==> src/rtl/nfc_pkg.sv <==
// Shared constants, FSM encoding and request payload for the flash-to-flash copy scheduler.
package nfc_pkg;

  localparam int PAGE_W    = 9;
  localparam int NUM_PAGES = 512;
  localparam int MAX_RETRY = 3;
  localparam int CNT_W     = PAGE_W + 1;
  localparam int RETRY_W   = $clog2(MAX_RETRY + 1);

  typedef enum logic [1:0] {
    ST_IDLE,
    ST_RUN,
    ST_DRAIN,
    ST_FINISH
  } state_e;

  typedef struct packed {
    logic [PAGE_W-1:0] page;
    logic              slot;
  } req_t;

  // Page counters stop at NUM_PAGES so they can never wrap past the end of the device.
  function automatic logic [CNT_W-1:0] sat_inc(input logic [CNT_W-1:0] v);
    return (v >= CNT_W'(NUM_PAGES)) ? v : v + 1'b1;
  endfunction

endpackage

==> src/rtl/nfc_req_port.sv <==
// Registered req/ack holder for one command engine: latches page/slot on issue, holds req
// until ack is sampled, and drops req for at least one cycle before the next issue.
module nfc_req_port
  import nfc_pkg::*;
(
  input  logic clk,
  input  logic rst_n,
  input  logic issue,
  input  req_t issue_info,
  input  logic ack,
  output logic req,
  output req_t info,
  output logic ready,
  output logic fire
);

  logic req_q, req_d;
  req_t info_q, info_d;

  // An ack only counts while req is up; a new issue is only taken while req is down, so the
  // cycle after an ack is always idle.
  always_comb begin
    req_d  = req_q;
    info_d = info_q;
    if (req_q && ack) begin
      req_d = 1'b0;
    end else if (!req_q && issue) begin
      req_d  = 1'b1;
      info_d = issue_info;
    end
  end

  // Request and payload registers.
  always_ff @(posedge clk or negedge rst_n) begin
    if (!rst_n) begin
      req_q  <= 1'b0;
      info_q <= '0;
    end else begin
      req_q  <= req_d;
      info_q <= info_d;
    end
  end

  assign req   = req_q;
  assign info  = info_q;
  assign ready = !req_q;
  assign fire  = req_q && ack;

endmodule

==> src/rtl/nfc_copy_scheduler.sv <==
// Full-device page copy from flash A to flash B through a two-slot ping-pong buffer:
// reads of page n+1 overlap programming of page n, failed programs are retried.
module nfc_copy_scheduler
  import nfc_pkg::*;
(
  input  logic              clk,
  input  logic              rst_n,
  input  logic              start,
  output logic              busy,
  output logic              done,
  output logic              error,
  output logic [PAGE_W:0]   pages_done,
  output logic              rd_req,
  output logic [PAGE_W-1:0] rd_page,
  output logic              rd_slot,
  input  logic              rd_ack,
  output logic              pg_req,
  output logic [PAGE_W-1:0] pg_page,
  output logic              pg_slot,
  input  logic              pg_ack,
  input  logic              pg_fail
);

  state_e             state_q, state_d;
  logic               busy_q, busy_d;
  logic               done_q, done_d;
  logic               error_q, error_d;
  logic [CNT_W-1:0]   pages_done_q, pages_done_d;
  logic [CNT_W-1:0]   rd_cnt_q, rd_cnt_d;
  logic [CNT_W-1:0]   pg_cnt_q, pg_cnt_d;
  logic [RETRY_W-1:0] retry_q, retry_d;
  logic [1:0]         slot_full_q, slot_full_d;

  logic rd_issue, pg_issue, rd_ready, pg_ready, rd_fire, pg_fire, pg_exhaust;
  req_t rd_next, pg_next, rd_info, pg_info;

  // A page always lives in the slot selected by its LSB.
  assign rd_next = '{page: rd_cnt_q[PAGE_W-1:0], slot: rd_cnt_q[0]};
  assign pg_next = '{page: pg_cnt_q[PAGE_W-1:0], slot: pg_cnt_q[0]};

  assign pg_exhaust = pg_fire && pg_fail && (retry_q >= RETRY_W'(MAX_RETRY));

  nfc_req_port u_rd_port (
    .clk        (clk),
    .rst_n      (rst_n),
    .issue      (rd_issue),
    .issue_info (rd_next),
    .ack        (rd_ack),
    .req        (rd_req),
    .info       (rd_info),
    .ready      (rd_ready),
    .fire       (rd_fire)
  );

  nfc_req_port u_pg_port (
    .clk        (clk),
    .rst_n      (rst_n),
    .issue      (pg_issue),
    .issue_info (pg_next),
    .ack        (pg_ack),
    .req        (pg_req),
    .info       (pg_info),
    .ready      (pg_ready),
    .fire       (pg_fire)
  );

  // Next-state logic: request issue, slot bookkeeping, retry accounting and completion status.
  always_comb begin
    state_d      = state_q;
    busy_d       = busy_q;
    done_d       = done_q;
    error_d      = error_q;
    pages_done_d = pages_done_q;
    rd_cnt_d     = rd_cnt_q;
    pg_cnt_d     = pg_cnt_q;
    retry_d      = retry_q;
    slot_full_d  = slot_full_q;
    rd_issue     = 1'b0;
    pg_issue     = 1'b0;

    unique case (state_q)
      ST_IDLE: begin
        if (start) begin
          state_d      = ST_RUN;
          busy_d       = 1'b1;
          done_d       = 1'b0;
          error_d      = 1'b0;
          pages_done_d = '0;
          rd_cnt_d     = '0;
          pg_cnt_d     = '0;
          retry_d      = '0;
          slot_full_d  = '0;
        end
      end

      ST_RUN: begin
        rd_issue = rd_ready && (rd_cnt_q < CNT_W'(NUM_PAGES)) &&
                   !slot_full_q[rd_cnt_q[0]] && !pg_exhaust;
        pg_issue = pg_ready && (pg_cnt_q < CNT_W'(NUM_PAGES)) &&
                   slot_full_q[pg_cnt_q[0]];
        if (rd_fire) begin
          slot_full_d[rd_info.slot] = 1'b1;
          rd_cnt_d                  = sat_inc(rd_cnt_q);
        end
        if (pg_fire) begin
          if (!pg_fail) begin
            slot_full_d[pg_info.slot] = 1'b0;
            pg_cnt_d                  = sat_inc(pg_cnt_q);
            pages_done_d              = sat_inc(pages_done_q);
            retry_d                   = '0;
            if (sat_inc(pg_cnt_q) == CNT_W'(NUM_PAGES)) begin
              state_d = ST_FINISH;
              busy_d  = 1'b0;
              done_d  = 1'b1;
            end
          end else if (pg_exhaust) begin
            state_d = ST_DRAIN;
          end else begin
            retry_d = retry_q + 1'b1;
          end
        end
      end

      ST_DRAIN: begin
        if (!rd_req || rd_fire) begin
          state_d = ST_FINISH;
          busy_d  = 1'b0;
          done_d  = 1'b1;
          error_d = 1'b1;
        end
      end

      ST_FINISH: begin
        state_d = ST_IDLE;
      end

      default: begin
        state_d = ST_IDLE;
      end
    endcase
  end

  // State, status and counter registers.
  always_ff @(posedge clk or negedge rst_n) begin
    if (!rst_n) begin
      state_q      <= ST_IDLE;
      busy_q       <= 1'b0;
      done_q       <= 1'b0;
      error_q      <= 1'b0;
      pages_done_q <= '0;
      rd_cnt_q     <= '0;
      pg_cnt_q     <= '0;
      retry_q      <= '0;
      slot_full_q  <= '0;
    end else begin
      state_q      <= state_d;
      busy_q       <= busy_d;
      done_q       <= done_d;
      error_q      <= error_d;
      pages_done_q <= pages_done_d;
      rd_cnt_q     <= rd_cnt_d;
      pg_cnt_q     <= pg_cnt_d;
      retry_q      <= retry_d;
      slot_full_q  <= slot_full_d;
    end
  end

  assign busy       = busy_q;
  assign done       = done_q;
  assign error      = error_q;
  assign pages_done = pages_done_q;
  assign rd_page    = rd_info.page;
  assign rd_slot    = rd_info.slot;
  assign pg_page    = pg_info.page;
  assign pg_slot    = pg_info.slot;

endmodule
==> config.mk <==
export PLATFORM = sky130hd
export DESIGN_NAME = nfc_copy_scheduler
export DESIGN_NICKNAME = d
export VERILOG_FILES = /design/src/rtl/nfc_pkg.sv /design/src/rtl/nfc_req_port.sv /design/src/rtl/nfc_copy_scheduler.sv
export SDC_FILE = /design/constraint.sdc
export NUM_CORES = 1
export LEC_CHECK = 0
export CORE_ASPECT_RATIO = 0.75
export CORE_UTILIZATION = 55
export DETAILED_ROUTE_END_ITERATION = 8
export PLACE_DENSITY = 0.79
export SETUP_SLACK_MARGIN = 0.02
export SYNTH_ARGS = -nofsm -noshare
export SYNTH_HDL_FRONTEND = slang
export SYNTH_HIERARCHICAL = 1
export SYNTH_SLANG_ARGS = --single-unit
==> constraint.sdc <==
create_clock -name clk -period 7.15 [get_ports clk]
set_clock_uncertainty 0.2 [all_clocks]
set_input_delay 1.0725 -clock clk [delete_from_list [all_inputs] [get_ports clk]]
set_output_delay 1.0725 -clock clk [all_outputs]
set_load 0.02 [all_outputs]
==> out/metrics.cfg <==
[cells_and_area]
register_area_um2 = 1530
flow.area_growth_from_synthesis_pct = 19.7
multi_input_comb_area_um2 = 1620
number_of_diodes_added_for_antenna_fixing = 0
drive_above_1_share_pct = 14.7
fill_cells = 407
final_nets = 379

[clocking]
postCtsSetupRepairBufs = 0
cts-root-buf = sky130_fd_sc_hd__clkbuf_8
cts_hold_buffers = 0
cts.sink_count = 61
worst_setup_hold_path_clk_slew_ns = 0.07
worst_skew_pair.late_latency_ns = 0.34
cts_inserted_buffers = 9
cts_repair_resize_count = 0
clock_tree_from_tritoncts = done
cts_htree_levels = 3
clk_path_buf_depth = 2

[floorplan]
coreArea_um2 = 5550
start_util_pct = 59.2
die_w_um = 91.3
io-pin-count = 41
die_y_extent_um = 68.9
die-area_um2 = 6290
rows = 23

[placement]
detailed_place_hpwl_mm = 4.86
gp_congestion = 0.862
buffer_ports.inserted = 40

[sta]
final-hold-violation-count = 0
rsz0062_at_grt = false
maxSlewViolCount = 0
timing.max_slew.rel_slack_pct = 46.8
setup_violations = 0
timing.hold.ws_ns = 0.308
worstMarginPinSlew_ns = 0.795
setup-tns-final_ns = 0
layout_min_cycle_time_ns = 3.15
max_freq_ghz = 0.318
period_share_pct = 44.0

[setup_path]
worst_ep_required_time_ns = 7.15
critical_path.most_common_cell = sky130_fd_sc_hd__nor2_1
cp.arrival_ns = 3.15
endpoint_kind = flip-flop
worst-path-buf-inv = 1
slowest_delay_ns = 0.53
timing.critical_path.slowest_stage_cell = sky130_fd_sc_hd__clkdlybuf4s50_1
timing.critical_path.max_delay_family = simple AND/OR/NAND/NOR gates
critical_path_class = input pin to flip-flop
crit_chain = clkdlybuf4s50_1 > nand2_1 > nor2_1 > o2111ai_1 > nor3_1 > xnor2_1 > nor2_1
largest_driver_fanout_on_the_critical_path = 11
setup.worst_path.start_class = input pin

[global_routing]
grt_pass1_wl_mm = 11.1
grt_antenna_before_repair = 0
grt_pass1_vias = 2314
gr-usage-all-layers_pct = 23.9
grt_start_max_net_pins = 62
final_global_route_overflow_total = 0

[logic_synthesis]
synth_cell_type_count = 49
yosysTopAreaCell = sky130_fd_sc_hd__dfrtp_1
synth_sequential_area_ratio_pct = 46.5
yosys_warning_total = 6
netlist_top_cells_area = sky130_fd_sc_hd__dfrtp_1 46%, sky130_fd_sc_hd__mux2_4 9.6%, sky130_fd_sc_hd__ha_1 4.2%, sky130_fd_sc_hd__o21ai_0 4.0%, sky130_fd_sc_hd__nand2_1 3.5%
synthMostInstantiatedCell = sky130_fd_sc_hd__dfrtp_1
ys_dominant_reg_cell = sky130_fd_sc_hd__dfrtp_1
yosys.area.top_type_share_pct = 46.5
synth-async-reset-ratio_pct = 100
mean_syn_cell_area_um2 = 10.3
synthesis.nets = 337
area_of_the_mapped_netlist_um2 = 3290
synth.ff_latch_count = 61
synth_enable_flop_cells = 0
yosys-top-cells-count = 61 x sky130_fd_sc_hd__dfrtp_1, 31 x sky130_fd_sc_hd__nand2_1, 29 x sky130_fd_sc_hd__nor2_1
synth_cells = 320

[routing]
remaining_antenna_violation_count_after_routing = 0
route.vias.total = 2514
drt-pass1-iter-count = 4
viasPerCell = 5.69
drt_wl_total_mm = 6.91
drc = 0
wl_per_cell_um = 15.6
initial_drt_markers = 136

[status]
status = complete, no violations

[power]
vdd.ir_drop.worst_mv = 0.217
static-leakage-power_nw = 1.74
powerDensity_nw_per_um2 = 305

[run]
max-cap-violations = 0

[worst_hold_path]
hold_path_class = flip-flop to flip-flop

## metrics by stage
step	power [mW]	instances	instance area [um2]	utilization, %	worst slack [ns]
after detailed placement	0.882	426	3720	67.0	3.70
after global routing	1.26	442	3930	70.8	3.90
after floorplan	0.748	320	3290	-	4.53
final	1.20	442	3930	70.8	4.00
after CTS	1.21	442	3930	70.8	4.07
after global placement	0.865	426	3720	67.0	3.83
## state kept, by name, indices dropped and copies added, names as in the netlist
signal / count
pages_done: 10
pg_cnt_q: 10
rd_cnt_q: 10
u_pg_port/info: 10
u_rd_port/info: 10
retry_q: 2
slot_full_q: 2
state_q: 2
busy: 1
done: 1
error: 1
u_pg_port/req: 1
u_rd_port/req: 1
## final timing paths
path / from / to / slack, ns / cells after the start
worst max-delay path: start / rd_cnt_q[7] / 4.00 / 7
worst min-delay path: u_pg_port/info[4] / u_pg_port/info[4] / 0.31 / 1
worst max register to register: state_q[1] / rd_cnt_q[7] / 4.10 / 8
worst min register to register: u_pg_port/info[4] / u_pg_port/info[4] / 0.31 / 1
max in group asynchronous: rst_n / u_rd_port/info[5] / 5.57 / 2
min in group asynchronous: rst_n / pg_cnt_q[1] / 0.68 / 2
## placed cells by master (no fill, tap or decap), types with 2 or more instances in the layout
master	Yosys	layout
sky130_fd_sc_hd__nand4b_1	3	3
sky130_fd_sc_hd__xor2_1	9	9
sky130_fd_sc_hd__nand2_1	31	31
sky130_fd_sc_hd__mux2i_1	4	4
sky130_fd_sc_hd__o22ai_1	3	3
sky130_fd_sc_hd__mux2_2	2	2
sky130_fd_sc_hd__nand4_1	4	4
sky130_fd_sc_hd__a31oi_1	4	4
sky130_fd_sc_hd__nand2b_1	3	3
sky130_fd_sc_hd__ha_1	11	11
sky130_fd_sc_hd__and4_1	2	2
sky130_fd_sc_hd__or3_1	6	6
sky130_fd_sc_hd__xnor2_1	5	5
sky130_fd_sc_hd__clkdlybuf4s50_1	0	39
sky130_fd_sc_hd__mux2_4	21	21
sky130_fd_sc_hd__nand3_1	10	10
sky130_fd_sc_hd__o31ai_1	4	4
sky130_fd_sc_hd__nor3_1	6	6
sky130_fd_sc_hd__nor2b_1	2	2
sky130_fd_sc_hd__inv_1	18	18
sky130_fd_sc_hd__clkbuf_8	0	12
sky130_fd_sc_hd__nor2_1	29	29
sky130_fd_sc_hd__buf_4	1	3
sky130_fd_sc_hd__a21oi_1	13	13
sky130_fd_sc_hd__nor2b_2	2	2
sky130_fd_sc_hd__and2_1	2	2
sky130_fd_sc_hd__and3_1	6	6
sky130_fd_sc_hd__and2_4	2	2
sky130_fd_sc_hd__clkinv_2	0	3
sky130_fd_sc_hd__dfrtp_1	61	61
sky130_fd_sc_hd__o211ai_1	3	3
sky130_fd_sc_hd__o21ai_0	26	26
## cell type report
class                      count  area share [%]
clock buffer                  12            4.20
sequential                    61            38.8
tap                           75            2.39
inverter                      18            1.72
timing repair buffer          43            10.6
multi-input combinational    229            41.1
clock inverter                 4            1.15
## worst reg2reg max path: cells and delay by family, from the launching register on
kind	cells	cell delay, ns
adder cells (fa/ha/maj)	1	0.62
multiplexers	1	0.29
AND/OR/NAND/NOR	3	0.79
flip-flops	1	0.43
AO/OA/AOI/OAI	1	0.28
buffers and inverters	1	0.12
XOR/XNOR	1	0.18
## report_power, final
group          internal [mW]  switching, mW  total (mW)
Sequential             0.391         0.0516       0.443
Combinational          0.190          0.250       0.440
Clock                  0.187          0.129       0.316
Total                  0.768          0.430        1.20
## routing by layer
| layer | vias to the layer above | wire length [um] | track usage, % |
|---|---|---|---|
| met4 | 0 | 79 | 8.53 |
| met2 | 88 | 3140 | 38.4 |
| met1 | 1206 | 3200 | 31.3 |
| li1 | 1213 | - | - |
| met5 | - | 0 | 0 |
| met3 | 7 | 498 | 7.13 |
## logic make-up after synthesis
logic type / count (synthesis) / synth area share (%)
DFF: 61 / 46.5
AOI/OAI and AO/OA: 62 / 11.8
xor gates and xnor gates: 14 / 3.73
muxes: 27 / 11.5
buffers and inverters: 30 / 4.34
and+or+nand+nor: 115 / 18.0
adders and majority gates: 11 / 4.19
Power figures use the tool's default switching activity.
